<file path="src/rtl/param_table_fsm_pkg.sv">
// Shared constants, helper function and readable state names for the
// table-driven FSM and its benches.
package param_table_fsm_pkg;

    // Ceiling log2, used to size state encodings from a state count.
    function automatic int clog2(input int value);
        int result;
        int rem;
        result = 0;
        rem    = value - 1;
        while (rem > 0) begin
            result = result + 1;
            rem    = rem >> 1;
        end
        return result;
    endfunction

    localparam int DEF_IN_W       = 2;
    localparam int DEF_OUT_W      = 2;
    localparam int DEF_NUM_STATES = 5;
    localparam int DEF_STATE_W    = clog2(DEF_NUM_STATES);
    localparam int DEF_CNT_W      = 8;

    // Names for the classic five-state lab machine.
    typedef enum logic [2:0] {
        S_A = 3'd0,
        S_B = 3'd1,
        S_C = 3'd2,
        S_D = 3'd3,
        S_E = 3'd4
    } fsm5_state_e;

endpackage

</file>
<file path="src/rtl/param_table_fsm_if.sv">
// Symbol, configuration and status signals of the table-driven FSM.
// The master drives symbols and table writes; the slave is the FSM.
interface param_table_fsm_if
    import param_table_fsm_pkg::*;
#(
    parameter int IN_W    = DEF_IN_W,
    parameter int OUT_W   = DEF_OUT_W,
    parameter int STATE_W = DEF_STATE_W,
    parameter int CNT_W   = DEF_CNT_W
);
    logic               in_valid;
    logic [IN_W-1:0]    in;
    logic               cfg_tr_we;
    logic               cfg_out_we;
    logic [STATE_W-1:0] cfg_state;
    logic [IN_W-1:0]    cfg_in;
    logic [STATE_W-1:0] cfg_next;
    logic [OUT_W-1:0]   cfg_out;
    logic               err_clr;
    logic [OUT_W-1:0]   out;
    logic [STATE_W-1:0] state;
    logic [CNT_W-1:0]   step_cnt;
    logic               err;

    modport master (
        output in_valid, in, cfg_tr_we, cfg_out_we, cfg_state, cfg_in,
               cfg_next, cfg_out, err_clr,
        input  out, state, step_cnt, err
    );

    modport slave (
        input  in_valid, in, cfg_tr_we, cfg_out_we, cfg_state, cfg_in,
               cfg_next, cfg_out, err_clr,
        output out, state, step_cnt, err
    );
endinterface

</file>
<file path="src/rtl/param_table_fsm_tbl_regs.sv">
// Transition and output register files. Only legal rows are stored;
// writes to rows at or beyond NUM_STATES are dropped. Reads are
// combinational so a step sees the contents from before any same-cycle write.
module fsm_tbl_regs
    import param_table_fsm_pkg::*;
#(
    parameter int                 IN_W        = DEF_IN_W,
    parameter int                 OUT_W       = DEF_OUT_W,
    parameter int                 NUM_STATES  = DEF_NUM_STATES,
    parameter int                 STATE_W     = DEF_STATE_W,
    parameter logic [STATE_W-1:0] RESET_STATE = '0
) (
    input  logic               clk,
    input  logic               reset,
    input  logic               tr_we,
    input  logic               out_we,
    input  logic [STATE_W-1:0] wr_state,
    input  logic [IN_W-1:0]    wr_in,
    input  logic [STATE_W-1:0] wr_next,
    input  logic [OUT_W-1:0]   wr_out,
    input  logic [STATE_W-1:0] rd_state,
    input  logic [IN_W-1:0]    rd_in,
    output logic [STATE_W-1:0] rd_next,
    output logic [OUT_W-1:0]   rd_out
);

    localparam int               NUM_COLS  = 2 ** IN_W;
    localparam logic [STATE_W:0] NUM_ST_L  = (STATE_W + 1)'(NUM_STATES);

    logic [STATE_W-1:0] tr_q  [NUM_STATES][NUM_COLS];
    logic [STATE_W-1:0] tr_d  [NUM_STATES][NUM_COLS];
    logic [OUT_W-1:0]   out_q [NUM_STATES];
    logic [OUT_W-1:0]   out_d [NUM_STATES];

    logic wr_ok;
    logic rd_ok;

    assign wr_ok = ({1'b0, wr_state} < NUM_ST_L);
    assign rd_ok = ({1'b0, rd_state} < NUM_ST_L);

    // Next table contents: copy, then apply whichever writes are enabled.
    always_comb begin
        tr_d  = tr_q;
        out_d = out_q;
        if (tr_we && wr_ok) begin
            tr_d[wr_state][wr_in] = wr_next;
        end
        if (out_we && wr_ok) begin
            out_d[wr_state] = wr_out;
        end
    end

    // Table storage; reset points every transition home and zeroes outputs.
    always_ff @(posedge clk or negedge reset) begin
        if (!reset) begin
            for (int s = 0; s < NUM_STATES; s++) begin
                out_q[s] <= '0;
                for (int c = 0; c < NUM_COLS; c++) begin
                    tr_q[s][c] <= RESET_STATE;
                end
            end
        end else begin
            tr_q  <= tr_d;
            out_q <= out_d;
        end
    end

    // Read ports; an out-of-range row reads as a safe default.
    always_comb begin
        rd_next = RESET_STATE;
        rd_out  = '0;
        if (rd_ok) begin
            rd_next = tr_q[rd_state][rd_in];
            rd_out  = out_q[rd_state];
        end
    end

endmodule

</file>
<file path="src/rtl/param_table_fsm.sv">
// Table-driven Moore FSM: one transition per accepted symbol, a saturating
// step counter and a sticky flag for steps that land on an illegal state.
module param_table_fsm
    import param_table_fsm_pkg::*;
#(
    parameter int                 IN_W        = DEF_IN_W,
    parameter int                 OUT_W       = DEF_OUT_W,
    parameter int                 NUM_STATES  = DEF_NUM_STATES,
    parameter int                 STATE_W     = DEF_STATE_W,
    parameter logic [STATE_W-1:0] RESET_STATE = '0,
    parameter int                 CNT_W       = DEF_CNT_W
) (
    input  logic              clk,
    input  logic              reset,
    param_table_fsm_if.slave  bus
);

    localparam logic [STATE_W:0] NUM_ST_L = (STATE_W + 1)'(NUM_STATES);
    localparam logic [CNT_W-1:0] CNT_MAX  = '1;

    logic [STATE_W-1:0] state_q, state_d;
    logic [CNT_W-1:0]   cnt_q, cnt_d;
    logic               err_q, err_d;
    logic [STATE_W-1:0] nxt;
    logic [OUT_W-1:0]   cur_out;
    logic               nxt_illegal;

    fsm_tbl_regs #(
        .IN_W        (IN_W),
        .OUT_W       (OUT_W),
        .NUM_STATES  (NUM_STATES),
        .STATE_W     (STATE_W),
        .RESET_STATE (RESET_STATE)
    ) u_tbl (
        .clk      (clk),
        .reset    (reset),
        .tr_we    (bus.cfg_tr_we),
        .out_we   (bus.cfg_out_we),
        .wr_state (bus.cfg_state),
        .wr_in    (bus.cfg_in),
        .wr_next  (bus.cfg_next),
        .wr_out   (bus.cfg_out),
        .rd_state (state_q),
        .rd_in    (bus.in),
        .rd_next  (nxt),
        .rd_out   (cur_out)
    );

    assign nxt_illegal = ({1'b0, nxt} >= NUM_ST_L);

    // Next state, count and error; an illegal step wins over err_clr.
    always_comb begin
        state_d = state_q;
        cnt_d   = cnt_q;
        err_d   = err_q;
        if (bus.err_clr) begin
            err_d = 1'b0;
        end
        if (bus.in_valid) begin
            if (nxt_illegal) begin
                state_d = RESET_STATE;
                err_d   = 1'b1;
            end else begin
                state_d = nxt;
            end
            if (cnt_q != CNT_MAX) begin
                cnt_d = cnt_q + CNT_W'(1);
            end
        end
    end

    // FSM registers with asynchronous active-low reset.
    always_ff @(posedge clk or negedge reset) begin
        if (!reset) begin
            state_q <= RESET_STATE;
            cnt_q   <= '0;
            err_q   <= 1'b0;
        end else begin
            state_q <= state_d;
            cnt_q   <= cnt_d;
            err_q   <= err_d;
        end
    end

    assign bus.state    = state_q;
    assign bus.step_cnt = cnt_q;
    assign bus.err      = err_q;
    assign bus.out      = cur_out;

endmodule

</file>
<file path="src/flat_wrapper.sv">
// flat-port wrapper written by rule: the top's interface ports become plain ports
module param_table_fsm_flat import param_table_fsm_pkg::*;
#(
    parameter int                 IN_W        = DEF_IN_W,
    parameter int                 OUT_W       = DEF_OUT_W,
    parameter int                 NUM_STATES  = DEF_NUM_STATES,
    parameter int                 STATE_W     = DEF_STATE_W,
    parameter logic [STATE_W-1:0] RESET_STATE = '0,
    parameter int                 CNT_W       = DEF_CNT_W
)
  (clk, reset, bus_in_valid, bus_in, bus_cfg_tr_we, bus_cfg_out_we, bus_cfg_state, bus_cfg_in, bus_cfg_next, bus_cfg_out, bus_err_clr, bus_out, bus_state, bus_step_cnt, bus_err);
  param_table_fsm_if #(.IN_W(IN_W), .OUT_W(OUT_W), .STATE_W(STATE_W), .CNT_W(CNT_W)) bus_i ();
  input  logic clk;
  input  logic reset;
  input wire logic [$bits(bus_i.in_valid)-1:0] bus_in_valid;
  input wire logic [$bits(bus_i.in)-1:0] bus_in;
  input wire logic [$bits(bus_i.cfg_tr_we)-1:0] bus_cfg_tr_we;
  input wire logic [$bits(bus_i.cfg_out_we)-1:0] bus_cfg_out_we;
  input wire logic [$bits(bus_i.cfg_state)-1:0] bus_cfg_state;
  input wire logic [$bits(bus_i.cfg_in)-1:0] bus_cfg_in;
  input wire logic [$bits(bus_i.cfg_next)-1:0] bus_cfg_next;
  input wire logic [$bits(bus_i.cfg_out)-1:0] bus_cfg_out;
  input wire logic [$bits(bus_i.err_clr)-1:0] bus_err_clr;
  output wire logic [$bits(bus_i.out)-1:0] bus_out;
  output wire logic [$bits(bus_i.state)-1:0] bus_state;
  output wire logic [$bits(bus_i.step_cnt)-1:0] bus_step_cnt;
  output wire logic [$bits(bus_i.err)-1:0] bus_err;
  assign bus_i.in_valid = bus_in_valid;
  assign bus_i.in = bus_in;
  assign bus_i.cfg_tr_we = bus_cfg_tr_we;
  assign bus_i.cfg_out_we = bus_cfg_out_we;
  assign bus_i.cfg_state = bus_cfg_state;
  assign bus_i.cfg_in = bus_cfg_in;
  assign bus_i.cfg_next = bus_cfg_next;
  assign bus_i.cfg_out = bus_cfg_out;
  assign bus_i.err_clr = bus_err_clr;
  assign bus_out = bus_i.out;
  assign bus_state = bus_i.state;
  assign bus_step_cnt = bus_i.step_cnt;
  assign bus_err = bus_i.err;
  param_table_fsm #(.IN_W(IN_W), .OUT_W(OUT_W), .NUM_STATES(NUM_STATES), .STATE_W(STATE_W), .RESET_STATE(RESET_STATE), .CNT_W(CNT_W)) u_core (.clk(clk), .reset(reset), .bus(bus_i));
endmodule
</file>
<file path="config.mk">
export PLATFORM = sky130hd
export DESIGN_NAME = param_table_fsm_flat
export DESIGN_NICKNAME = d
export VERILOG_FILES = /design/src/rtl/param_table_fsm_pkg.sv /design/src/rtl/param_table_fsm_if.sv /design/src/rtl/param_table_fsm_tbl_regs.sv /design/src/rtl/param_table_fsm.sv /design/src/flat_wrapper.sv
export SDC_FILE = /design/constraint.sdc
export NUM_CORES = 1
export LEC_CHECK = 0
export CAP_MARGIN = 30
export CORE_ASPECT_RATIO = 1.5
export CORE_MARGIN = 3
export CORE_UTILIZATION = 50
export DETAILED_ROUTE_END_ITERATION = 8
export PLACE_DENSITY_LB_ADDON = 0.3
export SLEW_MARGIN = 20
export SYNTH_ARGS = -nofsm -noshare
export SYNTH_HDL_FRONTEND = slang
export SYNTH_SLANG_ARGS = --single-unit
export TNS_END_PERCENT = 100
</file>
<file path="constraint.sdc">
create_clock -name clk -period 5 [get_ports clk]
set_input_delay 1 -clock clk [delete_from_list [all_inputs] [get_ports clk]]
set_output_delay 1 -clock clk [all_outputs]
set_load 0.01 [all_outputs]
</file>
==> impl_metrics.ini, run 1 <==
[status]
run_status = finished clean

[sta]
rsz0062_at_grt = false
fin_crit_sh_pct = 70.1
fmax_mhz = 285
hold_viol_final = 0
timing.hold.ws_ns = 0.502
worst_clock_skew_ns = 0.00926
finalMaxSlewViolations = 0
worstMarginPinSlew_ns = 0.763
fin_setup_tns_ns = 0
setup_ws_ns = 1.49
relSlewSlack_pct = 49.0
setup_viol = 0
min_period_ns = 3.51

[die]
die_h_um = 114
dieArea_mm2 = 0.00890
die_w_um = 78.0
core-area_mm2 = 0.00742
ios = 32
num_rows = 38
start_util_pct = 52.4

[pwr]
power_leakage_nw = 2.00
clockPowerShare_pct = 27.5
power_frac_seq_pct = 44.6
cellInternalPower_mw = 1.49
power_frac_comb_pct = 27.9
power_density_mw_per_mm2 = 463
totalPowerFinal_mw = 2.09
vdd_drop_max_uv = 282
switching_share_pct = 28.9
power_switching_uw = 606

[synth]
synth_top_cell_by_area = dfrtp_1
synth-simple-area-share_pct = 7.75
synth_fp_nets = 298
synth_xor_area_share_pct = 1.58
yosysTopAreaCellShare_pct = 52.8
synth_compound_area_share_pct = 2.19
synth_area_leaders = dfrtp_1 (53%), mux2_2 (21%), mux4_1 (5.4%)
avgSynthCellArea_um2 = 13.9
synth_top_family_by_area = multiplexers
ys.warnings.count = 0
synth.distinct_cells = 37
ys_seq_area_share_pct = 52.8
syn-instance-count = 279
ys_seq_elements = 82
synth_area_mm2 = 0.00389
synth-adder-area-share_pct = 0.322
synthMuxAreaShare_pct = 32.8

[grt]
grt_use_met3_pct = 3.95
top_usage_layer = met2
gr-total-overflow = 0
met1_usage_pct = 24.4
grt_start_max_net_pins = 55
grtUsageMet2_pct = 33.0
grt_pass1_wl_um = 13000
antenna_found_initial = 0
grt_usage_pct = 19.7
grt_pass1_vias = 2433

[detailed_routing]
routedWlPerCell_um = 19.1
ant_nets = 0
vias = 2355
postRouteWirelength_um = 7950
dr.pass1.iters = 6
vias_per_cell = 5.67
drc = 0
drt_iter0_markers = 161

[cells_and_area]
regArea_mm2 = 0.00205
mostFrequentLayoutCells = dfrtp_1 (82), mux2_2 (71), clkdlybuf4s50_1 (30)
fin_cells = 415
final_nets = 329
drive_gt1_share_pct = 32.1
syn_to_final_growth_pct = 16.3
multi_input_area_mm2 = 0.00174
fillers = 620
layout_commonest_cell = dfrtp_1
diodes = 0

[clocking]
post_cts_buffers = 0
holdBufCountCts = 0
insertion_delay_ns = 0.36
clock-root-buffer = clkbuf_8
clk_pin_slew_ns = 0.09
cts.sinks = 82
cts_tree = done
cts_made_buffers = 9
cts_resized = 0
cts.path.max_buffers = 2
htreeDepth = 3

[placement]
port_buffers = 31
place_hpwl_um = 5660
pre_cts_ws_ns = 1.66
gp_congestion = 0.820
place_inst = 398

[setup_path]
r2r-start = u_core.bus.state[0]$_DFFE_PN0P_
cp.arrival_ns = 2.51
path_max_fanout = 15
worstSetupPathType = register to output port
startpoint_type = register
endpoint_kind = output port
crit_required_ns = 4.00
cp_slowest_stage_delay_ns = 0.70
worstPathCellList = nor3b_1, nand2_1, o21ai_0, clkdlybuf4s50_1
critical_path.startpoint = u_core.bus.state[1]$_DFFE_PN0P_
slowest_stage = nor3b_1

[worst_hold_path]
hold_path_class = register to register
worstHoldStart = u_core.u_tbl.tr_q[40]$_DFFE_PN0P_

[flow_run]
max_cap_violations = 0
path summary, 6_finish.rpt:
path                            slack [ns]  cells after the start                                end
worst min register to register        0.50                      1  u_core.u_tbl.tr_q[40]$_DFFE_PN0P_
min in group asynchronous             0.55                      1   u_core.u_tbl.tr_q[8]$_DFFE_PN0P_
worst max register to register        2.59                      7           u_core.bus.err$_DFF_PN0_
worst max-delay path                  1.49                      4                         bus_out[0]
worst min-delay path                  0.50                      1  u_core.u_tbl.tr_q[40]$_DFFE_PN0P_
max in group asynchronous             3.84                      2  u_core.u_tbl.out_q[3]$_DFFE_PN0P_
synth_stat cells:
library cell / n
a211o_1: 1
a211oi_1: 1
a211oi_2: 1
a21o_2: 1
a31oi_1: 1
a32o_1: 1
and2_1: 1
and3_1: 1
buf_12: 1
buf_4: 1
buf_6: 2
clkbuf_1: 9
dfrtp_1: 82
ha_1: 1
inv_1: 5
mux2_2: 71
mux2i_1: 6
mux4_1: 8
mux4_2: 8
mux4_4: 1
nand2_1: 20
nand3_1: 2
nand3b_1: 1
nand4_1: 3
nand4b_1: 1
nor2_1: 24
nor3_1: 7
nor3b_1: 2
nor4_1: 1
o21ai_0: 3
o2bb2ai_1: 1
o31ai_1: 1
or2b_1: 1
or3_1: 1
or3b_2: 1
xnor2_1: 4
xor2_1: 3
final cells by class:
cell class	count	share of cell area, %
clock buffers	10	2.82
clock inverters	6	2.54
repair buffers	33	7.74
flip-flops and latches	82	45.4
inverters	5	0.415
well taps	100	2.77
multi-input cells	179	38.4
stage by stage:
step           util (%)  cell area (um^2)
6_report           61.0              4520
4_1_cts            60.8              4510
2_1_floorplan         -              3890
3_3_place_gp       57.2              4240
5_1_grt            61.0              4520
3_5_place_dp       57.5              4270
critical path: cells and delay by family, from the launching register on:
family / cells / cell delay, ns
compound gates: 1 / 0.10
simple gates: 2 / 0.80
flops: 1 / 0.67
buf+inv: 1 / 0.57
routing by layer:
| metal | vias up | part of all wire (%) |
|---|---|---|
| met4 | 0 | 2.3 |
| met5 | - | 0 |
| met3 | 12 | 4.0 |
| met1 | 1207 | 42 |
| li1 | 1083 | - |
| met2 | 53 | 52 |
sequential cells by signal (all words and copies together), names as in the netlist:
signal               count
u_core.u_tbl.tr_q       60
u_core.u_tbl.out_q      10
u_core.bus.step_cnt      8
u_core.bus.state         3
u_core.bus.err           1
cell families (layout without fill, tap and decap cells):
family,count (synthesis),after routing
and+or+nand+nor,66,66
muxes,94,94
AOI/OAI and AO/OA,11,11
adders and majority gates,1,1
xor gates and xnor gates,7,7
DFF,82,82
buffers and inverters,18,54
power by group through the flow:
| stage | clock [mW] | sequential, mW | combinational (mW) |
|---|---|---|---|
| after detailed placement | 0 | 0.967 | 0.560 |
| after global placement | 0 | 0.958 | 0.544 |
| final | 0.575 | 0.934 | 0.585 |
| after CTS | 0.590 | 0.956 | 0.561 |
| after global routing | 0.620 | 0.957 | 0.634 |
| after floorplan | 0 | 0.905 | 0.400 |
Power figures use the tool's default switching activity.
==> run 2: changes to the inputs <==
- clock period: 5 -> 2.9 ns (I/O delays scaled with it)
==> impl_metrics.ini, run 2 (synthesized netlist as in run 1, its figures left out) <==
[status]
run_status = finished clean

[setup_path]
slowest_stage = mux4_1
r2r-start = u_core.bus.state[0]$_DFFE_PN0P_
critPathBufInv = 2
cpLargestDelayFamily = multiplexers
path_max_fanout = 4
crit_required_ns = 2.32
startpoint_type = register
cp_slowest_stage_delay_ns = 0.59
rrSetupSlack_ns = 0.47
endpoint_kind = output port
worstSetupPathType = register to output port
worstPathCellList = mux4_1, inv_1, o21ai_0, clkdlybuf4s50_1
rr_worst_depth = 7
cp.arrival_ns = 2.05
r2r-end = u_core.bus.err$_DFF_PN0_

[cells_and_area]
final_nets = 334
largest-register = u_core.u_tbl.tr_q
largest_reg_flops = 60
fin_cells = 419
diodes = 0
syn_to_final_growth_pct = 16.0
layout_commonest_cell = dfrtp_1
mostFrequentLayoutCells = dfrtp_1 (82), mux2_2 (71), clkdlybuf4s50_1 (30)
fillers = 599
drive_gt1_share_pct = 32.3

[pwr]
clockPowerShare_pct = 24.7
power_density_mw_per_mm2 = 774
switching_share_pct = 28.9
power_switching_mw = 1.01
power_leakage_nw = 2.00
power_frac_seq_pct = 45.0
cellInternalPower_mw = 2.48
vdd_drop_max_uv = 445
power_frac_comb_pct = 30.3

[detailed_routing]
ant_nets = 0
routedWlPerCell_um = 18.9
postRouteWirelength_um = 7910
vias_per_cell = 5.60
dr.pass1.iters = 4
drc = 0
drt_iter0_markers = 129
vias = 2345

[clocking]
holdBufCountCts = 0
cts_resized = 0
post_cts_buffers = 0
clock-root-buffer = clkbuf_8
htreeDepth = 3
cts.path.max_buffers = 2
cts_made_buffers = 9
insertion_delay_ns = 0.35
clk_pin_slew_ns = 0.08
cts_tree = done
cts.sinks = 82

[sta]
setup_viol = 0
hold_viol_final = 0
fin_crit_sh_pct = 90.7
finalMaxSlewViolations = 0
rsz0062_at_grt = false
relSlewSlack_pct = 51.8
worst_clock_skew_ns = 0.00729
fin_setup_tns_ns = 0
worstMarginPinSlew_ns = 0.721
min_period_ns = 2.63
fmax_mhz = 380

[die]
start_util_pct = 52.4
core-area_mm2 = 0.00742
num_rows = 38
die_h_um = 114
dieArea_mm2 = 0.00890
ios = 32
die_w_um = 78.0

[grt]
grt_pass1_wl_um = 13200
antenna_found_initial = 0
gr-total-overflow = 0
grt_start_max_net_pins = 60
top_usage_layer = met2
grt_usage_pct = 19.8
met1_usage_pct = 23.9
grt_pass1_vias = 2525
grtUsageMet2_pct = 34.7
grt_use_met3_pct = 4.90

[placement]
place_inst = 404
port_buffers = 31
gp_congestion = 0.883
place_hpwl_um = 5900

[flow_run]
max_cap_violations = 0

[worst_hold_path]
hold_path_class = input port to async pin
## run 2: power groups by stage
stage	logic [mW]	clock network [mW]	registers, mW
2_1_floorplan	0.689	0	1.56
5_1_grt	1.16	0.932	1.61
3_5_place_dp	1.07	0	1.59
3_3_place_gp	1.04	0	1.58
6_report	1.06	0.862	1.57
4_1_cts	1.08	0.894	1.58
## run 2: layout make-up
| type | instances | area, um^2 | area share, % |
|---|---|---|---|
| well taps | 100 | 125 | 2.77 |
| inverters | 5 | 18.8 | 0.416 |
| clock buffers | 12 | 135 | 3.00 |
| repair buffers | 38 | 380 | 8.43 |
| multi-input cells | 179 | 1740 | 38.5 |
| flip-flops and latches | 82 | 2050 | 45.5 |
| clock inverters | 3 | 65.1 | 1.44 |
## run 2: layer usage
| layer | up-vias | part of all wire [%] |
|---|---|---|
| li1 | 1088 | - |
| met1 | 1192 | 41 |
| met3 | 14 | 3.9 |
| met2 | 51 | 54 |
| met5 | - | 0 |
| met4 | 0 | 1.5 |
## run 2: worst max-delay path by stage
stage / cells past startpoint / slack (ns) / end / startpoint
after floorplan: 5 / 0.82 / u_core.bus.err$_DFF_PN0_ / bus_in[0]
after global placement: 7 / 0.32 / u_core.u_tbl.tr_q[43]$_DFFE_PN0P_ / bus_cfg_state[1]
after detailed placement: 7 / 0.29 / u_core.u_tbl.tr_q[42]$_DFFE_PN0P_ / bus_cfg_state[1]
after CTS: 4 / 0.22 / bus_out[1] / u_core.bus.state[0]$_DFFE_PN0P_
after global routing: 4 / 0.15 / bus_out[0] / u_core.bus.state[0]$_DFFE_PN0P_
final: 4 / 0.27 / bus_out[0] / u_core.bus.state[0]$_DFFE_PN0P_
## run 2: per-stage QoR
| step | area, um^2 | util [%] | power, mW | worst slack, ns | hold slack, ns |
|---|---|---|---|---|---|
| CTS | 4510 | 60.8 | 3.55 | 0.216 | 0.108 |
| detailed placement | 4310 | 58.1 | 2.67 | 0.288 | 0.489 |
| floorplan | 3890 | - | 2.25 | 0.823 | 0.284 |
| global route | 4510 | 60.8 | 3.70 | 0.150 | 0.126 |
| finish | 4510 | 60.8 | 3.49 | 0.271 | 0.122 |
| global placement | 4280 | 57.8 | 2.62 | 0.318 | 0.474 |
==> run 3: changes to the inputs <==
- PLACE_DENSITY: default -> 0.75
- PLACE_DENSITY_LB_ADDON: 0.3 -> default
==> impl_metrics.ini, run 3 (synthesized netlist as in run 1, its figures left out) <==
[status]
run_status = finished clean

[setup_path]
path_max_fanout = 5
cpLargestDelayFamily = multiplexers
worstPathCellList = mux4_1, inv_1, o21ai_0, clkdlybuf4s50_1
critPathBufInv = 2
endpoint_kind = output port
crit_required_ns = 2.32
startpoint_type = register
slowest_stage = mux4_1
cp.arrival_ns = 2.09
worstSetupPathType = register to output port
cp_slowest_stage_delay_ns = 0.59

[cells_and_area]
fillers = 613
layout_commonest_cell = dfrtp_1
largest-register = u_core.u_tbl.tr_q
final_core_util_pct = 61.6
mostFrequentLayoutCells = dfrtp_1 (82), mux2_2 (71), clkdlybuf4s50_1 (30)
design_area_mm2 = 0.00457
largest_reg_flops = 60
syn_to_final_growth_pct = 17.4
diodes = 0
multi_input_area_mm2 = 0.00174
drive_gt1_share_pct = 34.5
final_nets = 340
regArea_mm2 = 0.00205

[worst_hold_path]
hold_path_class = input port to async pin

[die]
core-area_mm2 = 0.00742
die_w_um = 78.0
die_h_um = 114
start_util_pct = 52.4
num_rows = 38
ios = 32
dieArea_mm2 = 0.00890

[sta]
worst_clock_skew_ns = 0.0113
worstMarginPinSlew_ns = 0.690
fin_crit_sh_pct = 92.2
finalMaxSlewViolations = 0
setup_viol = 0
rsz0062_at_grt = false
hold_viol_final = 0
fmax_mhz = 374
min_period_ns = 2.67
fin_setup_tns_ns = 0
relSlewSlack_pct = 53.9

[clocking]
post_cts_buffers = 0
cts.path.max_buffers = 2
clock-root-buffer = clkbuf_8
cts.sinks = 82
cts_made_buffers = 9
clk_pin_slew_ns = 0.08
cts_tree = done
holdBufCountCts = 0
htreeDepth = 3
cts_resized = 0
insertion_delay_ns = 0.37

[placement]
port_buffers = 31
gp_congestion = 0.874
place_area_mm2 = 0.00435
place_hpwl_um = 5900

[pwr]
vdd_drop_max_uv = 610
power_leakage_nw = 2.04
power_density_mw_per_mm2 = 780

[grt]
gr-total-overflow = 0
grt_usage_pct = 20.2
antenna_found_initial = 0
grt_start_max_net_pins = 44
grt_pass1_wl_um = 13300
grt_pass1_vias = 2542

[detailed_routing]
routedWlPerCell_um = 18.6
drc = 0
dr.pass1.iters = 4
drt_iter0_markers = 130
ant_nets = 0
vias_per_cell = 5.58
postRouteWirelength_um = 7900
vias = 2371

[flow_run]
max_cap_violations = 0
==> run 3: path summary, 6_finish.rpt <==
kind	startpoint	endpoint	slack, ns	cells past startpoint
setup / recovery	u_core.bus.state[0]$_DFFE_PN0P_	bus_out[1]	0.23	4
hold reg to reg	u_core.bus.step_cnt[5]$_DFFE_PN0P_	u_core.bus.step_cnt[5]$_DFFE_PN0P_	0.50	1
hold / removal	reset	u_core.u_tbl.tr_q[34]$_DFFE_PN0P_	0.19	1
setup reg to reg	u_core.bus.state[0]$_DFFE_PN0P_	u_core.bus.err$_DFF_PN0_	0.55	7
max in group asynchronous	reset	u_core.u_tbl.tr_q[44]$_DFFE_PN0P_	2.12	2
min in group clk	u_core.bus.step_cnt[5]$_DFFE_PN0P_	u_core.bus.step_cnt[5]$_DFFE_PN0P_	0.50	1
==> run 3: layout make-up <==
| type | count | area share [%] |
|---|---|---|
| sequential | 82 | 44.9 |
| multi-input combinational | 179 | 38.0 |
| timing repair buffer | 44 | 9.15 |
| clock buffer | 10 | 3.01 |
| tap | 100 | 2.74 |
| clock inverter | 5 | 1.73 |
| inverter | 5 | 0.411 |
==> run 3: metrics by stage <==
step / hold slack [ns] / total power, mW / setup slack [ns] / std cells
2_1_floorplan: 0.284 / 2.25 / 0.823 / 279
3_3_place_gp: 0.480 / 2.64 / 0.316 / 409
3_5_place_dp: 0.489 / 2.69 / 0.279 / 410
4_1_cts: 0.188 / 3.60 / 0.164 / 425
5_1_grt: 0.213 / 3.76 / 0.131 / 425
6_report: 0.188 / 3.56 / 0.226 / 425
==> run 3: metal layers <==
layer / up-vias / GRT usage (%) / share of wire [%]
met2: 50 / 33.5 / 51
met1: 1206 / 24.0 / 41
li1: 1101 / - / -
met4: 0 / 11.9 / 3.2
met3: 14 / 4.66 / 4.0
met5: - / 0 / 0
==> run 3: worst reg2reg max path: stages (launching register included) <==
cell and delay, ns:
dfrtp_1 0.49, buf_4 0.25, mux4_1 0.59, mux2i_1 0.18, nor3_1 0.07, a211oi_1 0.26
nand2_1 0.14, a32o_1 0.27
==> run 3: power by group <==
group	total, mW	internal, mW	switching (mW)
registers	1.56	1.38	0.177
logic	1.10	0.642	0.457
clock network	0.908	0.502	0.406
total	3.56	2.52	1.04
